===== config.mk =====
export PLATFORM = sky130hd
export DESIGN_NAME = mem_arbiter
export DESIGN_NICKNAME = d
export VERILOG_FILES = /design/src/rtl/mem_arb_pkg.sv /design/src/rtl/mem_arb_tagpipe.sv /design/src/rtl/mem_arbiter.sv
export SDC_FILE = /design/constraint.sdc
export NUM_CORES = 1
export LEC_CHECK = 0
export BUFFER_PORTS_ARGS = -buffer_cell sky130_fd_sc_hd__buf_2
export CORE_AREA = 4 4 113 115
export DETAILED_ROUTE_END_ITERATION = 6
export DIE_AREA = 0 0 117 119
export PLACE_DENSITY = 0.48
export SLEW_MARGIN = 30
export SYNTH_ARGS = -nofsm -noshare
export SYNTH_HDL_FRONTEND = slang
export SYNTH_SLANG_ARGS = --single-unit

===== constraint.sdc =====
create_clock -name clock -period 1.6 [get_ports clock]
set_input_delay 0.08 -clock clock [delete_from_list [all_inputs] [get_ports clock]]
set_output_delay 0.08 -clock clock [all_outputs]
set_load 0.01 [all_outputs]

===== src/rtl/mem_arb_pkg.sv =====
// rtl/mem_arb_pkg.sv - shared types for the two-port memory arbiter
//
// Purpose: requester ID type, requester ID constants and the lock FSM
// state enum, shared by mem_arbiter and mem_arb_tagpipe.
// Ports: none (package).
package mem_arb_pkg;

    // Requester identity: 0 = processor core, 1 = host loader.
    typedef logic req_id_t;

    localparam req_id_t REQ_CORE = 1'b0;
    localparam req_id_t REQ_HOST = 1'b1;

    // Bus-lock FSM states (only used when MEM_ARBITER_LOCK_EN is defined).
    typedef enum logic [1:0] {
        ARB   = 2'd0,
        LOCK0 = 2'd1,
        LOCK1 = 2'd2
    } lock_state_t;

endpackage


===== src/rtl/mem_arb_tagpipe.sv =====
// rtl/mem_arb_tagpipe.sv - fixed-latency read tag pipeline
//
// Purpose: carries a valid bit and requester ID alongside each issued read
// so the read return lines up with the memory's READ_LAT-cycle latency.
// Ports:
//   clock     - clock, posedge
//   rst       - asynchronous active-high reset, empties the pipeline
//   in_valid  - a read was granted this cycle
//   in_id     - requester that issued it
//   out_valid - read data for the tagged read is on mem_dout this cycle
//   out_id    - requester owning that read data
module mem_arb_tagpipe
    import mem_arb_pkg::*;
#(
    parameter int READ_LAT = 2
) (
    input  logic    clock,
    input  logic    rst,
    input  logic    in_valid,
    input  req_id_t in_id,
    output logic    out_valid,
    output req_id_t out_id
);

    logic [READ_LAT-1:0] valid_q;
    logic [READ_LAT-1:0] id_q;

    always_ff @(posedge clock or posedge rst) begin
        if (rst) begin
            valid_q <= '0;
            id_q    <= '0;
        end else begin
            valid_q[0] <= in_valid;
            id_q[0]    <= in_id;
            for (int i = 1; i < READ_LAT; i++) begin
                valid_q[i] <= valid_q[i-1];
                id_q[i]    <= id_q[i-1];
            end
        end
    end

    assign out_valid = valid_q[READ_LAT-1];
    assign out_id    = id_q[READ_LAT-1];

endmodule


===== src/rtl/mem_arbiter.sv =====
// rtl/mem_arbiter.sv - round-robin arbiter for two requesters on one memory port
//
// Purpose: grants at most one of req0 (core) / req1 (host loader) per cycle,
// drives the shared memory port combinationally from the granted request and
// routes read data back READ_LAT cycles later via mem_arb_tagpipe.
// Optional feature: define MEM_ARBITER_LOCK_EN to add req0_lock/req1_lock and
// a bus-lock FSM (ARB/LOCK0/LOCK1) that reserves the port for one requester.
// Ports:
//   clock, rst                          - clock (posedge), async active-high reset
//   reqN_valid/we/addr/wdata            - request channel, held until reqN_ready
//   reqN_lock (MEM_ARBITER_LOCK_EN)     - hold the port for requester N
//   reqN_ready                          - grant; transfer completes on this edge
//   reqN_rvalid/rdata                   - one-cycle read return, rdata 0 otherwise
//   mem_addr/mem_din/mem_we/mem_dout    - shared memory port
module mem_arbiter
    import mem_arb_pkg::*;
#(
    parameter int ADDR_W   = 32,
    parameter int DATA_W   = 32,
    parameter int READ_LAT = 2
) (
    input  logic              clock,
    input  logic              rst,
    input  logic              req0_valid,
    input  logic              req0_we,
    input  logic [ADDR_W-1:0] req0_addr,
    input  logic [DATA_W-1:0] req0_wdata,
    input  logic              req1_valid,
    input  logic              req1_we,
    input  logic [ADDR_W-1:0] req1_addr,
    input  logic [DATA_W-1:0] req1_wdata,
`ifdef MEM_ARBITER_LOCK_EN
    input  logic              req0_lock,
    input  logic              req1_lock,
`endif
    output logic              req0_ready,
    output logic              req0_rvalid,
    output logic [DATA_W-1:0] req0_rdata,
    output logic              req1_ready,
    output logic              req1_rvalid,
    output logic [DATA_W-1:0] req1_rdata,
    output logic [ADDR_W-1:0] mem_addr,
    output logic [DATA_W-1:0] mem_din,
    output logic              mem_we,
    input  logic [DATA_W-1:0] mem_dout
);

    req_id_t last_grant;
    logic    grant_valid;
    req_id_t grant_id;
    logic    allow0;
    logic    allow1;
    logic    tag_valid;
    req_id_t tag_id;

`ifdef MEM_ARBITER_LOCK_EN
    lock_state_t state_q;
    lock_state_t state_d;

    always_ff @(posedge clock or posedge rst) begin
        if (rst) begin
            state_q <= ARB;
        end else begin
            state_q <= state_d;
        end
    end

    // A lock is taken by the transfer that carries it, and released in the
    // first cycle the owner drops its lock (that cycle still belongs to it).
    always_comb begin
        state_d = state_q;
        case (state_q)
            ARB: begin
                if (grant_valid && grant_id == REQ_CORE && req0_lock) begin
                    state_d = LOCK0;
                end else if (grant_valid && grant_id == REQ_HOST && req1_lock) begin
                    state_d = LOCK1;
                end
            end
            LOCK0:   if (!req0_lock) state_d = ARB;
            LOCK1:   if (!req1_lock) state_d = ARB;
            default: state_d = ARB;
        endcase
    end

    always_comb begin
        allow0 = (state_q != LOCK1);
        allow1 = (state_q != LOCK0);
    end
`else
    assign allow0 = 1'b1;
    assign allow1 = 1'b1;
`endif

    // Round-robin: on contention the requester not granted most recently wins.
    // Reset is folded in so nothing is granted while rst is held.
    always_comb begin
        grant_valid = 1'b0;
        grant_id    = REQ_CORE;
        if (!rst) begin
            if (req0_valid && allow0 && req1_valid && allow1) begin
                grant_valid = 1'b1;
                grant_id    = (last_grant == REQ_HOST) ? REQ_CORE : REQ_HOST;
            end else if (req0_valid && allow0) begin
                grant_valid = 1'b1;
                grant_id    = REQ_CORE;
            end else if (req1_valid && allow1) begin
                grant_valid = 1'b1;
                grant_id    = REQ_HOST;
            end
        end
    end

    always_ff @(posedge clock or posedge rst) begin
        if (rst) begin
            last_grant <= REQ_HOST;
        end else if (grant_valid) begin
            last_grant <= grant_id;
        end
    end

    always_comb begin
        mem_addr = '0;
        mem_din  = '0;
        mem_we   = 1'b0;
        if (grant_valid) begin
            if (grant_id == REQ_HOST) begin
                mem_addr = req1_addr;
                mem_din  = req1_wdata;
                mem_we   = req1_we;
            end else begin
                mem_addr = req0_addr;
                mem_din  = req0_wdata;
                mem_we   = req0_we;
            end
        end
    end

    assign req0_ready = grant_valid && (grant_id == REQ_CORE);
    assign req1_ready = grant_valid && (grant_id == REQ_HOST);

    mem_arb_tagpipe #(
        .READ_LAT (READ_LAT)
    ) u_tagpipe (
        .clock     (clock),
        .rst       (rst),
        .in_valid  (grant_valid && !mem_we),
        .in_id     (grant_id),
        .out_valid (tag_valid),
        .out_id    (tag_id)
    );

    assign req0_rvalid = tag_valid && (tag_id == REQ_CORE);
    assign req1_rvalid = tag_valid && (tag_id == REQ_HOST);
    assign req0_rdata  = req0_rvalid ? mem_dout : '0;
    assign req1_rdata  = req1_rvalid ? mem_dout : '0;

endmodule


==> results of run 1 <==
-- sequential cells by signal (all words and copies together) (netlist names) --
register and cells:
u_tagpipe.valid_q 2, last_grant 1, u_tagpipe.id_q 2
-- power groups by stage --
stage | Combinational, mW | Sequential, mW | Clock, mW
2_1_floorplan | 0.529 | 0.155 | 0
3_3_place_gp | 0.949 | 0.155 | 0
3_5_place_dp | 0.963 | 0.156 | 0
4_1_cts | 1.13 | 0.149 | 0.413
5_1_grt | 1.29 | 0.151 | 0.431
6_report | 1.19 | 0.150 | 0.406
-- cell type report --
class,instances,area (um2)
clock buffers,4,78.83
flip-flops and latches,5,126.4
well taps,147,183.9
inverters,1,3.754
diodes,1,2.502
fillers,1286,8248
multi-input cells,207,1323
repair buffers,318,1846
-- per-stage QoR --
step,instances,setup TNS [ns],hold WS (ns)
global route,683,-6.187,0.06792
CTS,679,-0.9926,0.05553
detailed placement,666,0,0.2075
finish,683,-1.548,0.05843
global placement,666,0,0.1972
floorplan,252,0,0.02262
-- how the worst min path moves through the flow --
stage	end	slack, ns
floorplan	u_tagpipe.id_q[0]$_DFF_PP0_	0.02
global placement	u_tagpipe.id_q[1]$_DFF_PP0_	0.20
detailed placement	u_tagpipe.id_q[0]$_DFF_PP0_	0.21
CTS	u_tagpipe.valid_q[0]$_DFF_PP0_	0.06
global route	u_tagpipe.valid_q[0]$_DFF_PP0_	0.07
finish	u_tagpipe.valid_q[0]$_DFF_PP0_	0.06
-- placed cells by master (no fill, tap or decap), types with 2 or more instances in the layout --
master / netlist / routed
a32oi_1: 65 / 63
a32oi_2: 0 / 2
and2_1: 35 / 34
and3_1: 32 / 32
buf_12: 0 / 5
buf_16: 0 / 4
buf_2: 14 / 297
buf_4: 3 / 7
clkbuf_16: 0 / 6
dfrtp_1: 4 / 4
nand2_1: 2 / 2
nor2_1: 67 / 67
-- worst register-to-register path, delay by kind of cell, from the launching register on --
family / cells / cell delay, ns
buf+inv: 2 / 0.26
flops: 1 / 0.52
simple gates: 2 / 0.26
compound gates: 1 / 0.22
-- cells by family after synthesis --
kind of cell / count (synthesis) / share of synthesized area [%]
simple gates: 138 / 42.11
compound gates: 69 / 37.00
buf+inv: 40 / 13.20
flops: 5 / 7.705
-- repair_timing --
item,CTS,global route
gates cloned,4,3
setup endpoints to repair,66,67
pin swaps,4,24
hold buffers,1,0
endpoints found under the hold margin,4,0
buffers inserted,4,0
resized for setup,5,4
-- metal layers --
metal | wire length (um) | vias to the layer above | global-route usage [%]
li1 | - | 1522 | -
met1 | 3850 | 1475 | 14.10
met2 | 5978 | 220 | 25.89
met3 | 1179 | 4 | 2.337
met4 | 72 | 0 | 1.720
met5 | 0 | - | 0
==> metrics.txt, run 1 <==
Synth Warn # 0; IO Count 299; status complete, but fails checks; clk_lat worst skew about 0.22 ns; DRT antenna net count 0; top cell type by total area after synthesis a32oi_1; HPWL after detailed placement about 7800 um; Final nets around 700; Residual DRC 0; pre-CTS setup slack ~0.1 ns; worst reg2reg startpoint last_grant$_DFFE_PP1P_; RSZ-0062 raised after global routing yes; max_cap viols 0; Hold Path Origin req0_we; worst-path cell chain nand2b_4, buf_12, clkbuf_16, a32oi_1, nor2_1, buf_2; CTS root buf clkbuf_16; area grow syn2layout 117.2%; Rel. slew slack 75.14%; final count of pins violating max slew 0; Crit path max-delay family flip-flops; Die Height roughly 120 um; Area after DPL between 0.003 and 0.004 mm2; Cell Area, Synth approximately 0.0016 mm2; register share of total power approximately 8.6%; Worst Setup End Kind primary output; fin util 30.17%; reg-to-reg endpoint u_tagpipe.valid_q[0]$_DFF_PP0_; type of origin of the critical path flop; Post-synth top flop dfrtp_1; Synth cell types 19; largest net degree at the start of global routing between 60 and 70; syn_area_per_cell 6.509 um2; initial antenna violation count 1; Logic pwr share between 60 and 70%; failing checks negative setup slack; Switching Power just under 0.7 mW; Max Root-Sink Buffers 2; width of the die 117 um; Leak Pwr 2.174 nW; asr flop ratio synth between 90% and 100%; cells after synthesis 252; final setup vio count 50; Setup Skew between 0.00015 and 0.0002 ns; DIE AREA around 0.014 mm2; synth top area cells a32oi_1 35%, nor2_1 15%, and2_1 13%; Pre-antenna DRT Iters 4; initial core utilization 13.89%; pwr dens approximately 490 mW/mm2; FF-to-FF path depth 5; hold path cells 2; worst min path class in2reg; H-tree levels 1; first-pass GRT wire length 14,850 um; measured slew at the worst slew-check pin roughly 0.37 ns; Final Cycle Share 104.4%; worst reg-to-reg setup slack roughly 0.24 ns; sequential area share after synthesis approximately 7.7%; number of synthesized flops with an enable pin 0; overflow left after global routing 0; row count 40; CORE AREA 0.01181 mm2; GRT Util Overall about an eighth; post-DR wirelength/cell ~16 um; clock sinks 5; vias per inst around 4.7; Critical Path AT 1.59 ns; Worst path slowest cell dfstp_2; TritonCTS clock tree done; final WL 11,080 um; end point of the critical path mem_din[14]; critical path's largest stage delay around 0.52 ns; Num CTS Buffers 3; fin area between 0.003 and 0.004 mm2; Fin. Hold Viols 0; WP buf/inv 3; Buffers on Ports slightly below 300; routed vias 3,221; Fmax achieved between 500 and 600 MHz; Yosys reg bits 5; vias in the first global route a little under 3,000; syn nets approximately 420; final worst slack -0.06972 ns; Overall Power between 1.5 and 2 mW; RD Place Congestion 0.7386; Worst VDD drop roughly 0.00029 V; Final min period about 1.7 ns; worst path required time between 1.5 and 2 ns; share of the synthesized area in the top cell type 34.71%; share of layout cells above drive strength 1 60.93%; maximum fanout along the worst path 8; cell with the most instances after synthesis nor2_1; Power Internal around 1.1 mW; clock network power share about a quarter; Worst-path clk slew approximately 0.03 ns; WP depth 6; Sw Share around 39%; Worst Setup SP last_grant$_DFFE_PP1P_; Crit Path Category reg2out; Commonest cells post-synth 67 x nor2_1, 65 x a32oi_1, 35 x and2_1; Initial DRC Count about 140
(Power assumes the default switching activity.)
==> run 2: changes to the inputs <==
REMOVE_ABC_BUFFERS = 1   (was unset)
==> metrics.txt, run 2 (same netlist as run 1, synthesis figures left out) <==
Final nets between 700 and 800; H-tree levels 1; worst-path cell chain buf_6, nand2b_4, buf_6, clkbuf_16, a32oi_1, nor2_1, buf_2; Final min period 1.791 ns; HPWL after detailed placement just over 9000 um; Worst Setup End Kind primary output; Logic pwr share slightly below 70%; Leak Pwr 2.232 nW; register share of total power under 10%; non-filler cells, final between 600 and 700; end point of the critical path mem_addr[6]; final WL 12,360 um; failing checks negative setup slack; vias per inst 4.739; worst reg2reg startpoint last_grant$_DFFE_PP1P_; final setup vio count 65; Setup Skew 0.001802 ns; Pre-antenna DRT Iters 4; Final Cycle Share 111.9%; CORE AREA 0.01181 mm2; reg-to-reg endpoint u_tagpipe.valid_q[0]$_DFF_PP0_; first-pass GRT wire length around 17,000 um; worst reg-to-reg setup slack approximately 0.080 ns; Die Height 119 um; FF-to-FF path depth 6; status complete, but fails checks; Crit path max-delay family buffers and inverters; pwr dens 492.5 mW/mm2; maximum fanout along the worst path 12; vias in the first global route ~3,100; Fmax achieved between 500 and 600 MHz; clk_lat worst skew ~0.22 ns; Worst Setup SP last_grant$_DFFE_PP1P_; Num CTS Buffers 3; Critical Path AT 1.71 ns; Residual DRC 0; Top Registers u_tagpipe.id_q (2), u_tagpipe.valid_q (2), last_grant (1); routed vias 3,284; share of layout cells above drive strength 1 between 60% and 70%; Worst-path clk slew roughly 0.03 ns; critical path's largest stage delay 0.53 ns; TritonCTS clock tree done; worst path required time ~1.5 ns; Rel. slew slack 54.59%; fin area 0.003674 mm2; Filler cells roughly 1,300; largest net degree at the start of global routing 68; clock sinks 5; IO Count 299; final worst slack -0.1907 ns; overflow left after global routing 0; Fin. Hold Viols 0; post-DR wirelength/cell 17.84 um; max_cap viols 0; measured slew at the worst slew-check pin 0.6812 ns; dpl cells between 600 and 700; Max Root-Sink Buffers 2; initial antenna violation count 2; Area after DPL 0.003231 mm2; GRT Util Overall between 10% and 20%; commonest non-fill, non-tap cells in the layout 296 x buf_2, 67 x nor2_1, 63 x a32oi_1; clock network power share 22.3%; CTS root buf clkbuf_16; DIE AREA roughly 0.014 mm2; Switching Power between 0.7 and 0.8 mW; RD Place Congestion 0.8113; width of the die between 100 and 150 um; Worst VDD drop 0.0002547 V; initial core utilization 13.89%; Sw Share about two fifths; crit-path most repeated cell buf_6; WP depth 7; WP buf/inv 4; type of origin of the critical path flop; Initial DRC Count about 130; area grow syn2layout 124.0%; Power Internal about 1.1 mW; commonest non-fill, non-tap cell in the layout buf_2; Buffers on Ports about 300; worst min path class in2reg; Worst path slowest cell dfstp_2; final count of pins violating max slew 0; DRT antenna net count 0; RSZ-0062 raised after global routing yes; row count 40; Crit Path Category reg2out
run 2: cell types whose count changed in the layout (fill, tap and decap cells not counted):
cell,before,now
buf_8,0,1
buf_12,5,7
and2_1,34,35
buf_2,297,296
and2_4,1,0
buf_6,1,4
buf_16,4,3
buf_4,7,11
a21boi_4,1,2
clkbuf_4,0,1
run 2: layout make-up:
cell class	instances	area [um2]	share of cell area, %
inverter	1	3.754	0.1022
multi-input combinational	208	1339	36.44
tap	147	183.9	5.007
clock buffer	4	78.83	2.146
sequential	5	126.4	3.440
timing repair buffer	327	1939	52.79
antenna	1	2.502	0.06812
run 2: worst min-delay path by stage:
stage | start | end | slack [ns] | cells after the start
2_1_floorplan | rst | u_tagpipe.id_q[0]$_DFF_PP0_ | -0.12 | 1
3_3_place_gp | rst | u_tagpipe.valid_q[0]$_DFF_PP0_ | 0.17 | 2
3_5_place_dp | rst | u_tagpipe.valid_q[0]$_DFF_PP0_ | 0.19 | 2
4_1_cts | req0_we | u_tagpipe.valid_q[0]$_DFF_PP0_ | 0.08 | 2
5_1_grt | req0_we | u_tagpipe.valid_q[0]$_DFF_PP0_ | 0.09 | 2
6_report | req0_we | u_tagpipe.valid_q[0]$_DFF_PP0_ | 0.08 | 2
run 2: worst reg2reg max path, delay by kind of cell, from the launching register on:
family          cells  cell delay, ns
simple gates        2            0.24
flops               1            0.53
buf+inv             3            0.39
compound gates      1            0.26
run 2: stage by stage:
step                setup slack, ns  TNS, ns  utilization (%)  power, mW  hold slack [ns]
floorplan                   -0.6882   -54.94                -     0.5732          -0.1154
detailed placement          -0.2888   -9.425            27.35      1.156           0.1871
CTS                         -0.1958   -9.271            30.29      1.767          0.07722
finish                      -0.1907   -8.210            31.10      1.809          0.08007
global placement            -0.2058   -6.286            27.35      1.145           0.1651
global route                -0.2521   -13.41            31.10      1.934          0.09016
run 2: timing repair:
item,4_1_cts,5_1_grt
endpoints found under the hold margin,4,0
hold buffers,1,0
setup buffers,10,4
setup endpoints to repair,67,68
gates resized for setup,10,6
cloned,5,3
pin swaps,10,26
run 2: power groups by stage:
| stage | Combinational, mW | Sequential [mW] | Clock [mW] |
|---|---|---|---|
| global placement | 0.993 | 0.152 | 0 |
| global route | 1.36 | 0.151 | 0.420 |
| CTS | 1.20 | 0.150 | 0.412 |
| detailed placement | 1.00 | 0.154 | 0 |
| floorplan | 0.407 | 0.166 | 0 |
| finish | 1.26 | 0.150 | 0.404 |
run 2: metal layers:
metal / wire (um) / up-vias / GRT usage [%]
met1: 4824 / 1517 / 17.96
met5: 13 / - / 0
met4: 121 / 2 / 2.294
li1: - / 1543 / -
met3: 1181 / 10 / 3.608
met2: 6218 / 212 / 27.84
